--- config.mk ---
export PLATFORM = sky130hd
export DESIGN_NAME = util_axis_uart_rx_os
export DESIGN_NICKNAME = d
export VERILOG_FILES = /design/src/rtl/util_axis_uart_pkg.sv /design/src/rtl/util_uart_baud_tick.sv /design/src/rtl/util_axis_uart_rx_os.sv
export SDC_FILE = /design/constraint.sdc
export NUM_CORES = 1
export LEC_CHECK = 0
export BUFFER_PORTS_ARGS = -buffer_cell sky130_fd_sc_hd__buf_2
export CORE_MARGIN = 2
export CORE_UTILIZATION = 38
export CTS_BUF_LIST = sky130_fd_sc_hd__clkbuf_4 sky130_fd_sc_hd__clkbuf_8
export DETAILED_ROUTE_END_ITERATION = 10
export PLACE_DENSITY = 0.59
export SLEW_MARGIN = 20
export SYNTH_ARGS = -nofsm -noshare
export SYNTH_HDL_FRONTEND = slang
export SYNTH_SLANG_ARGS = --single-unit
--- constraint.sdc ---
create_clock -name aclk -period 4 [get_ports aclk]
set_clock_uncertainty 0.05 [all_clocks]
set_input_delay 0.2 -clock aclk [delete_from_list [all_inputs] [get_ports aclk]]
set_output_delay 0.2 -clock aclk [all_outputs]
set_load 0.01 [all_outputs]
--- src/rtl/util_axis_uart_pkg.sv ---
// Shared types and constants for the oversampling AXI-Stream UART receiver.
package util_axis_uart_pkg;

  typedef enum logic [2:0] {
    ST_IDLE      = 3'd0,
    ST_START     = 3'd1,
    ST_DATA      = 3'd2,
    ST_PARITY    = 3'd3,
    ST_STOP      = 3'd4,
    ST_WAIT_HIGH = 3'd5
  } uart_state_e;

  localparam int PARITY_EVEN  = 0;
  localparam int PARITY_ODD   = 1;
  localparam int PARITY_MARK  = 2;
  localparam int PARITY_SPACE = 3;

  localparam int TUSER_PERR  = 0;
  localparam int TUSER_FERR  = 1;
  localparam int TUSER_BREAK = 2;

  function automatic logic maj3(input logic a, input logic b, input logic c);
    return (a & b) | (a & c) | (b & c);
  endfunction

endpackage

--- src/rtl/util_uart_baud_tick.sv ---
// Oversample prescaler: down-counter emitting a one-cycle tick every DIV cycles.
// clr_i restarts the period so the first tick lands DIV cycles later.
module util_uart_baud_tick #(
  parameter int unsigned DIV = 5
) (
  input  logic clk_i,
  input  logic rst_i,
  input  logic clr_i,
  output logic tick_o
);

  localparam int unsigned CW = (DIV > 1) ? $clog2(DIV) : 1;
  localparam logic [CW-1:0] RELOAD = CW'(DIV - 1);

  logic [CW-1:0] cnt_q, cnt_d;

  assign tick_o = (cnt_q == '0);

  always_comb begin
    cnt_d = cnt_q - 1'b1;
    if (clr_i || tick_o) cnt_d = RELOAD;
  end

  always_ff @(posedge clk_i) begin
    if (rst_i) cnt_q <= '0;
    else       cnt_q <= cnt_d;
  end

endmodule

--- src/rtl/util_axis_uart_rx_os.sv ---
// Oversampling UART receiver with AXI-Stream output and 2-of-3 mid-bit voting.
// Optional break flag on tuser[2] enabled by UTIL_AXIS_UART_RX_BREAK_DET_EN.
//
// state        | meaning
// IDLE         | line idle, waiting for synchronized falling edge
// START        | validating start bit at mid-bit
// DATA         | shifting data bits LSB-first
// PARITY       | sampling parity bit
// STOP         | sampling stop bit(s); character completes at last mid-stop
// WAIT_HIGH    | line stuck low after a bad stop, wait for it to return high
module util_axis_uart_rx_os
  import util_axis_uart_pkg::*;
#(
  parameter int baud_clock_speed = 50000000,
  parameter int baud_rate        = 1000000,
  parameter int data_bits        = 8,
  parameter int parity_ena       = 0,
  parameter int parity_type      = 0,
  parameter int stop_bits        = 1,
  parameter int oversample       = 16
) (
  input  logic                 aclk,
  input  logic                 arst,
  input  logic                 rx,
  output logic [data_bits-1:0] m_axis_tdata,
  output logic [2:0]           m_axis_tuser,
  output logic                 m_axis_tvalid,
  input  logic                 m_axis_tready,
  output logic                 overrun
);

  localparam int DIV = baud_clock_speed / (baud_rate * oversample);
  localparam int SCW = $clog2(oversample);
  localparam logic [SCW-1:0] S_LO   = SCW'(oversample / 2 - 1);
  localparam logic [SCW-1:0] S_MID  = SCW'(oversample / 2);
  localparam logic [SCW-1:0] S_HI   = SCW'(oversample / 2 + 1);
  localparam logic [SCW-1:0] S_LAST = SCW'(oversample - 1);
  localparam logic [3:0]     DB_LAST   = 4'(data_bits - 1);
  localparam logic           STOP_LAST = 1'(stop_bits - 1);

  if (DIV < 1) begin : g_div_err
    $error("util_axis_uart_rx_os: clock too slow for baud_rate*oversample");
  end
  if (oversample < 8 || (oversample % 2) != 0) begin : g_os_err
    $error("util_axis_uart_rx_os: oversample must be even and >= 8");
  end
  if (data_bits < 5 || data_bits > 9) begin : g_db_err
    $error("util_axis_uart_rx_os: data_bits must be 5..9");
  end

  logic sync1_q, rx_s_q, rx_prev_q;
  uart_state_e state_q, state_d;
  logic [SCW-1:0] samp_q, samp_d;
  logic [1:0] vote_q, vote_d;
  logic [3:0] bit_q, bit_d;
  logic stop_q, stop_d;
  logic [data_bits-1:0] shift_q, shift_d;
  logic perr_q, perr_d, ferr_q, ferr_d;
  logic [data_bits-1:0] tdata_q;
  logic [2:0] tuser_q;
  logic tvalid_q, ovr_q;
  logic tick, clr, mid, bit_val, par_exp, done, ferr_char, brk_char;

  util_uart_baud_tick #(.DIV(DIV)) u_tick (
    .clk_i  (aclk),
    .rst_i  (arst),
    .clr_i  (clr),
    .tick_o (tick)
  );

  assign mid     = tick && (samp_q == S_HI);
  assign bit_val = maj3(vote_q[0], vote_q[1], rx_s_q);

  always_comb begin
    case (parity_type)
      PARITY_EVEN: par_exp = ^shift_q;
      PARITY_ODD:  par_exp = ~^shift_q;
      PARITY_MARK: par_exp = 1'b1;
      default:     par_exp = 1'b0;
    endcase
  end

  always_comb begin
    state_d   = state_q;
    samp_d    = samp_q;
    vote_d    = vote_q;
    bit_d     = bit_q;
    stop_d    = stop_q;
    shift_d   = shift_q;
    perr_d    = perr_q;
    ferr_d    = ferr_q;
    clr       = 1'b0;
    done      = 1'b0;
    ferr_char = ferr_q | ~bit_val;
    if (state_q != ST_IDLE && tick) begin
      samp_d = (samp_q == S_LAST) ? '0 : samp_q + 1'b1;
      if (samp_q == S_LO)  vote_d[0] = rx_s_q;
      if (samp_q == S_MID) vote_d[1] = rx_s_q;
    end
    // Every decision is taken at the third vote sample of the current bit.
    case (state_q)
      ST_IDLE: if (rx_prev_q && !rx_s_q) begin
        clr     = 1'b1;
        samp_d  = '0;
        state_d = ST_START;
      end
      ST_START: if (mid) begin
        if (bit_val) state_d = ST_IDLE;
        else begin
          state_d = ST_DATA;
          bit_d   = '0;
          stop_d  = 1'b0;
          perr_d  = 1'b0;
          ferr_d  = 1'b0;
        end
      end
      ST_DATA: if (mid) begin
        shift_d = {bit_val, shift_q[data_bits-1:1]};
        if (bit_q == DB_LAST) state_d = (parity_ena != 0) ? ST_PARITY : ST_STOP;
        else                  bit_d   = bit_q + 1'b1;
      end
      ST_PARITY: if (mid) begin
        perr_d  = bit_val ^ par_exp;
        state_d = ST_STOP;
      end
      ST_STOP: if (mid) begin
        ferr_d = ferr_char;
        if (stop_q == STOP_LAST) begin
          done    = 1'b1;
          state_d = bit_val ? ST_IDLE : ST_WAIT_HIGH;
        end else begin
          stop_d = stop_q + 1'b1;
        end
      end
      ST_WAIT_HIGH: if (rx_s_q) state_d = ST_IDLE;
      default: state_d = ST_IDLE;
    endcase
  end

`ifdef UTIL_AXIS_UART_RX_BREAK_DET_EN
  logic brk_q, brk_d;

  always_comb begin
    brk_d    = brk_q;
    brk_char = 1'b0;
    if (mid) begin
      case (state_q)
        ST_START:            brk_d = 1'b1;
        ST_DATA, ST_PARITY:  brk_d = brk_q & ~bit_val;
        ST_STOP: if (stop_q == 1'b0) brk_d = brk_q & ~bit_val;
        default: ;
      endcase
    end
    if (done) brk_char = (stop_q == 1'b0) ? (brk_q & ~bit_val) : brk_q;
  end

  always_ff @(posedge aclk) begin
    if (arst) brk_q <= 1'b0;
    else      brk_q <= brk_d;
  end
`else
  assign brk_char = 1'b0;
`endif

  always_ff @(posedge aclk) begin
    if (arst) begin
      sync1_q   <= 1'b1;
      rx_s_q    <= 1'b1;
      rx_prev_q <= 1'b1;
      state_q   <= ST_IDLE;
      samp_q    <= '0;
      vote_q    <= '0;
      bit_q     <= '0;
      stop_q    <= 1'b0;
      shift_q   <= '0;
      perr_q    <= 1'b0;
      ferr_q    <= 1'b0;
    end else begin
      sync1_q   <= rx;
      rx_s_q    <= sync1_q;
      rx_prev_q <= rx_s_q;
      state_q   <= state_d;
      samp_q    <= samp_d;
      vote_q    <= vote_d;
      bit_q     <= bit_d;
      stop_q    <= stop_d;
      shift_q   <= shift_d;
      perr_q    <= perr_d;
      ferr_q    <= ferr_d;
    end
  end

  // A held beat wins over a newly completed one unless it is leaving this cycle.
  always_ff @(posedge aclk) begin
    if (arst) begin
      tdata_q  <= '0;
      tuser_q  <= '0;
      tvalid_q <= 1'b0;
      ovr_q    <= 1'b0;
    end else begin
      ovr_q <= 1'b0;
      if (done) begin
        if (!tvalid_q || m_axis_tready) begin
          tdata_q  <= shift_q;
          tuser_q  <= {brk_char, ferr_char, perr_q};
          tvalid_q <= 1'b1;
        end else begin
          ovr_q <= 1'b1;
        end
      end else if (tvalid_q && m_axis_tready) begin
        tvalid_q <= 1'b0;
      end
    end
  end

  assign m_axis_tdata  = tdata_q;
  assign m_axis_tuser  = tuser_q;
  assign m_axis_tvalid = tvalid_q;
  assign overrun       = ovr_q;

endmodule

==> metrics.md <==
| Metric | Value |
|---|---|
| Share of post-route cells with drive strength above 1 | `between 10% and 20%` |
| Top post-synthesis cells by count | `dfxtp_1 (40), nand2_1 (22), a21oi_1 (21), nor2_1 (21), nand3_1 (14)` |
| Number of input and output port buffers inserted | `15` |
| Sinks on the clock net | `40` |
| Violation count after the first detailed-routing iteration | `88` |
| Fin Setup TNS | `0 ns` |
| Clock latency of the later-clocked register in the worst-skew pair | `0.29 ns` |
| Sequential area share after synthesis | `43.2%` |
| Asr flop ratio synth | `0%` |
| # hold bufs at CTS | `0` |
| Critical Path Source Type | `flop` |
| Vias post-DR | `1,430` |
| Top-count cell post-synth | `dfxtp_1` |
| Slowest cell on crit path | `nand4_1` |
| Post-CTS clock slew at the launch and capture registers of the worst setup and hold paths | `0.07 ns` |
| Count of buffer and inverter cells on the critical path | `2` |
| CP max FO | `19` |
| Post-route worst setup slack | `1.67 ns` |
| Detail Route Antenna Nets | `0` |
| Buffer levels on the longest clock path | `2` |
| Congestion Overflow GR | `0` |
| CP Data Required Time | `~4.2 ns` |
| Cell-by-cell listing of the critical path | `inv_1, ha_1, and4b_1, buf_4, nand4_1, a21oi_1, a21oi_1, nor2_1` |
| Highest Clock Rate | `429 MHz` |
| Total Die Area | `0.00545 mm^2` |
| Worst setup startpoint | `u_tick.cnt_q[0]` |
| Post-detailed-routing wire length | `between 3 and 4 mm` |
| Drt drc | `0` |
| Dominant register cell in the synthesized netlist | `dfxtp_1` |
| Cell Pwr Density | `451 mW/mm^2` |
| Path depth of the worst reg2reg path | `8` |
| Number of setup violations in the final report | `0` |
| Startpoint of the lowest-slack hold path | `rx` |
| Synthesized instance count | `211` |
| Post-synth EDFFs | `0` |
| First-pass GRT wire length | `5.46 mm` |
| Placed instance area | `0.00195 mm^2` |
| IR drop worst, VDD | `0.168 mV` |
| DR pass1 iterations | `4` |
| Type of destination of the critical path | `flop` |
| Number of cells in the finished layout apart from fillers | `between 200 and 300` |
| Post-CTS Setup Inserts | `0` |
| Depth of the critical timing path with buffers and inverters included | `8` |
| Internal reg-to-reg setup slack | `around 1.7 ns` |
| Reported leakage power | `0.834 nW` |
| Total count of hold-check failures in the final report | `0` |
| # IOs | `17` |
| Worst rel slew slack | `slightly above 50%` |
| Cell mode on critical path | `a21oi_1` |
| Library cell occupying the most area in the post-synthesis netlist | `dfxtp_1` |
| Nets | `roughly 230` |
| Post-synthesis area per instance | `8.78 um^2` |
| Number of placement rows | `25` |
| Quantity of gates resized following cts | `0` |
| Overall die height | `about 74 um` |
| Worst setup timing slack at the placement stage | `between 1.5 and 2 ns` |
| Slew at the pin with the worst max-slew slack | `~0.74 ns` |
| Setup repair after global routing missed its margin | `false` |
| Final period utilization | `between 50% and 60%` |
| Minimum clock period after layout | `2.33 ns` |
| Hold Path Class | `input port to flop` |
| Root Driver | `clkbuf_8` |
| Number of placed instances, taps included | `280` |
| Net count of the mapped netlist | `220` |
| Hpwl dp | `2.13 mm` |
| Vias in the first global route | `1,241` |
| Number of CTS-inserted buffers | `5` |
| Average via count per standard cell | `roughly 5.0` |
| Synth top area cells | `dfxtp_1 (43%), mux2i_1 (5.9%), a21oi_1 (5.7%)` |
| Run status | `completed` |
| Layout-stage area growth over the synthesis result | `12.3%` |
| Worst flop-to-flop path startpoint | `u_tick.cnt_q[0]` |
| Area fraction of the dominant cell type after synthesis | `between 40% and 50%` |
| Flip-flop and latch count after synthesis | `40` |
| Die Width | `between 70 and 80 um` |
| Number of levels the H-tree was split into | `2` |
| Netlist Area Pre-Place | `0.00185 mm^2` |
| End point of the critical path | `m_axis_tuser[1]` |
| Endpoint of the worst register-to-register path | `m_axis_tuser[1]` |
| Kind of cell with the highest combined delay on the critical path | `simple AND/OR/NAND/NOR gates` |
| Ant diodes | `0` |
| TritonCTS clock tree | `built` |
| Core area | `0.00472 mm^2` |
| Type of the worst setup path | `flop to flop` |
| Pin count of the biggest net entering global routing | `38` |
| Wire per inst | `between 10 and 15 um` |
| Yosys warnings | `0` |
| Non-Filler Cell Area, Final | `0.00208 mm^2` |
| Library cells used by synthesis | `49` |
| Starting Density | `a little under 40%` |
| Max-capacitance violation count | `0` |
| Final Slew Violations | `0` |
| Routability cong. | `0.741` |
| Max incr delay on CP | `roughly 0.61 ns` |
| Arrival time worst endpoint | `2.50 ns` |
| Initial antenna violation count | `0` |
| Overall fraction of global-route tracks in use | `12.8%` |
worst register-to-register path, cell delays in order, from the launching register on:
cell     delay [ns]
dfxtp_1        0.31
inv_1          0.05
ha_1           0.30
and4b_1        0.24
buf_4          0.22
nand4_1        0.61
a21oi_1        0.33
a21oi_1        0.06
nor2_1         0.10
sequential cells by signal, indices dropped and copies added, names as in the netlist:
signal and cells:
bit_q 4, ferr_q 1, m_axis_tdata 8, m_axis_tuser 2, m_axis_tvalid 1, overrun 1, perr_q 1, rx_prev_q 1
rx_s_q 1, samp_q 4, shift_q 8, state_q 3, sync1_q 1, u_tick.cnt_q 2, vote_q 2
how the worst min path moves through the flow:
stage                         end  slack, ns  cells past startpoint
after floorplan           sync1_q       0.25                      1
after global placement    sync1_q       0.33                      2
after detailed placement  sync1_q       0.34                      2
after CTS                 sync1_q       0.03                      2
after global routing      sync1_q       0.05                      2
final                     sync1_q       0.04                      2
placed cells by master (no fill, tap or decap), types with 2 or more instances in the layout:
cell type,n
dfxtp_1,40
o21ai_0,6
buf_2,15
mux2i_1,11
inv_1,6
clkbuf_8,7
nand2_1,22
nand4b_1,3
nor2b_1,2
xnor2_1,6
ha_1,5
or2_2,4
nand3_1,14
nor2_1,21
nand2b_1,3
nor3_1,2
a21oi_1,21
cells by family after synthesis:
kind of cell	Yosys count	synth area share, %
adder cells (fa/ha/maj)	6	3.99
other	1	0.203
XOR/XNOR	8	4.53
flip-flops	40	43.2
AO/OA/AOI/OAI	42	14.7
buffers and inverters	20	4.73
multiplexers	11	5.95
AND/OR/NAND/NOR	83	22.6
where the power goes:
group | leakage (nW) | internal, mW | total, mW | switching, mW
clock network | 0.0645 | 0.220 | 0.356 | 0.136
registers | 0.323 | 0.412 | 0.444 | 0.0314
logic | 0.446 | 0.0579 | 0.138 | 0.0804
routing by layer:
layer	routed length (um)	global-route usage [%]	vias to the layer above
met5	0	0	-
met4	55	6.06	0
met3	82	3.29	7
met2	1380	18.8	12
met1	1690	17.4	664
li1	-	-	747
final cells by class:
cell class / instances / area, um^2
multi-input combinational: 151 / 963
clock inverter: 1 / 30.0
inverter: 6 / 22.5
tap: 67 / 83.8
sequential: 40 / 801
clock buffer: 7 / 96.3
fill: 480 / 2640
timing repair buffer: 16 / 82.6
metrics by stage:
step	hold slack, ns	total power, mW	utilization (%)
3_5_place_dp	0.337	0.591	41.4
3_3_place_gp	0.333	0.590	41.4
6_report	0.0415	0.938	44.0
2_1_floorplan	0.254	0.575	-
4_1_cts	0.0305	0.951	44.0
5_1_grt	0.0480	0.980	44.0
(Power assumes the default switching activity.)
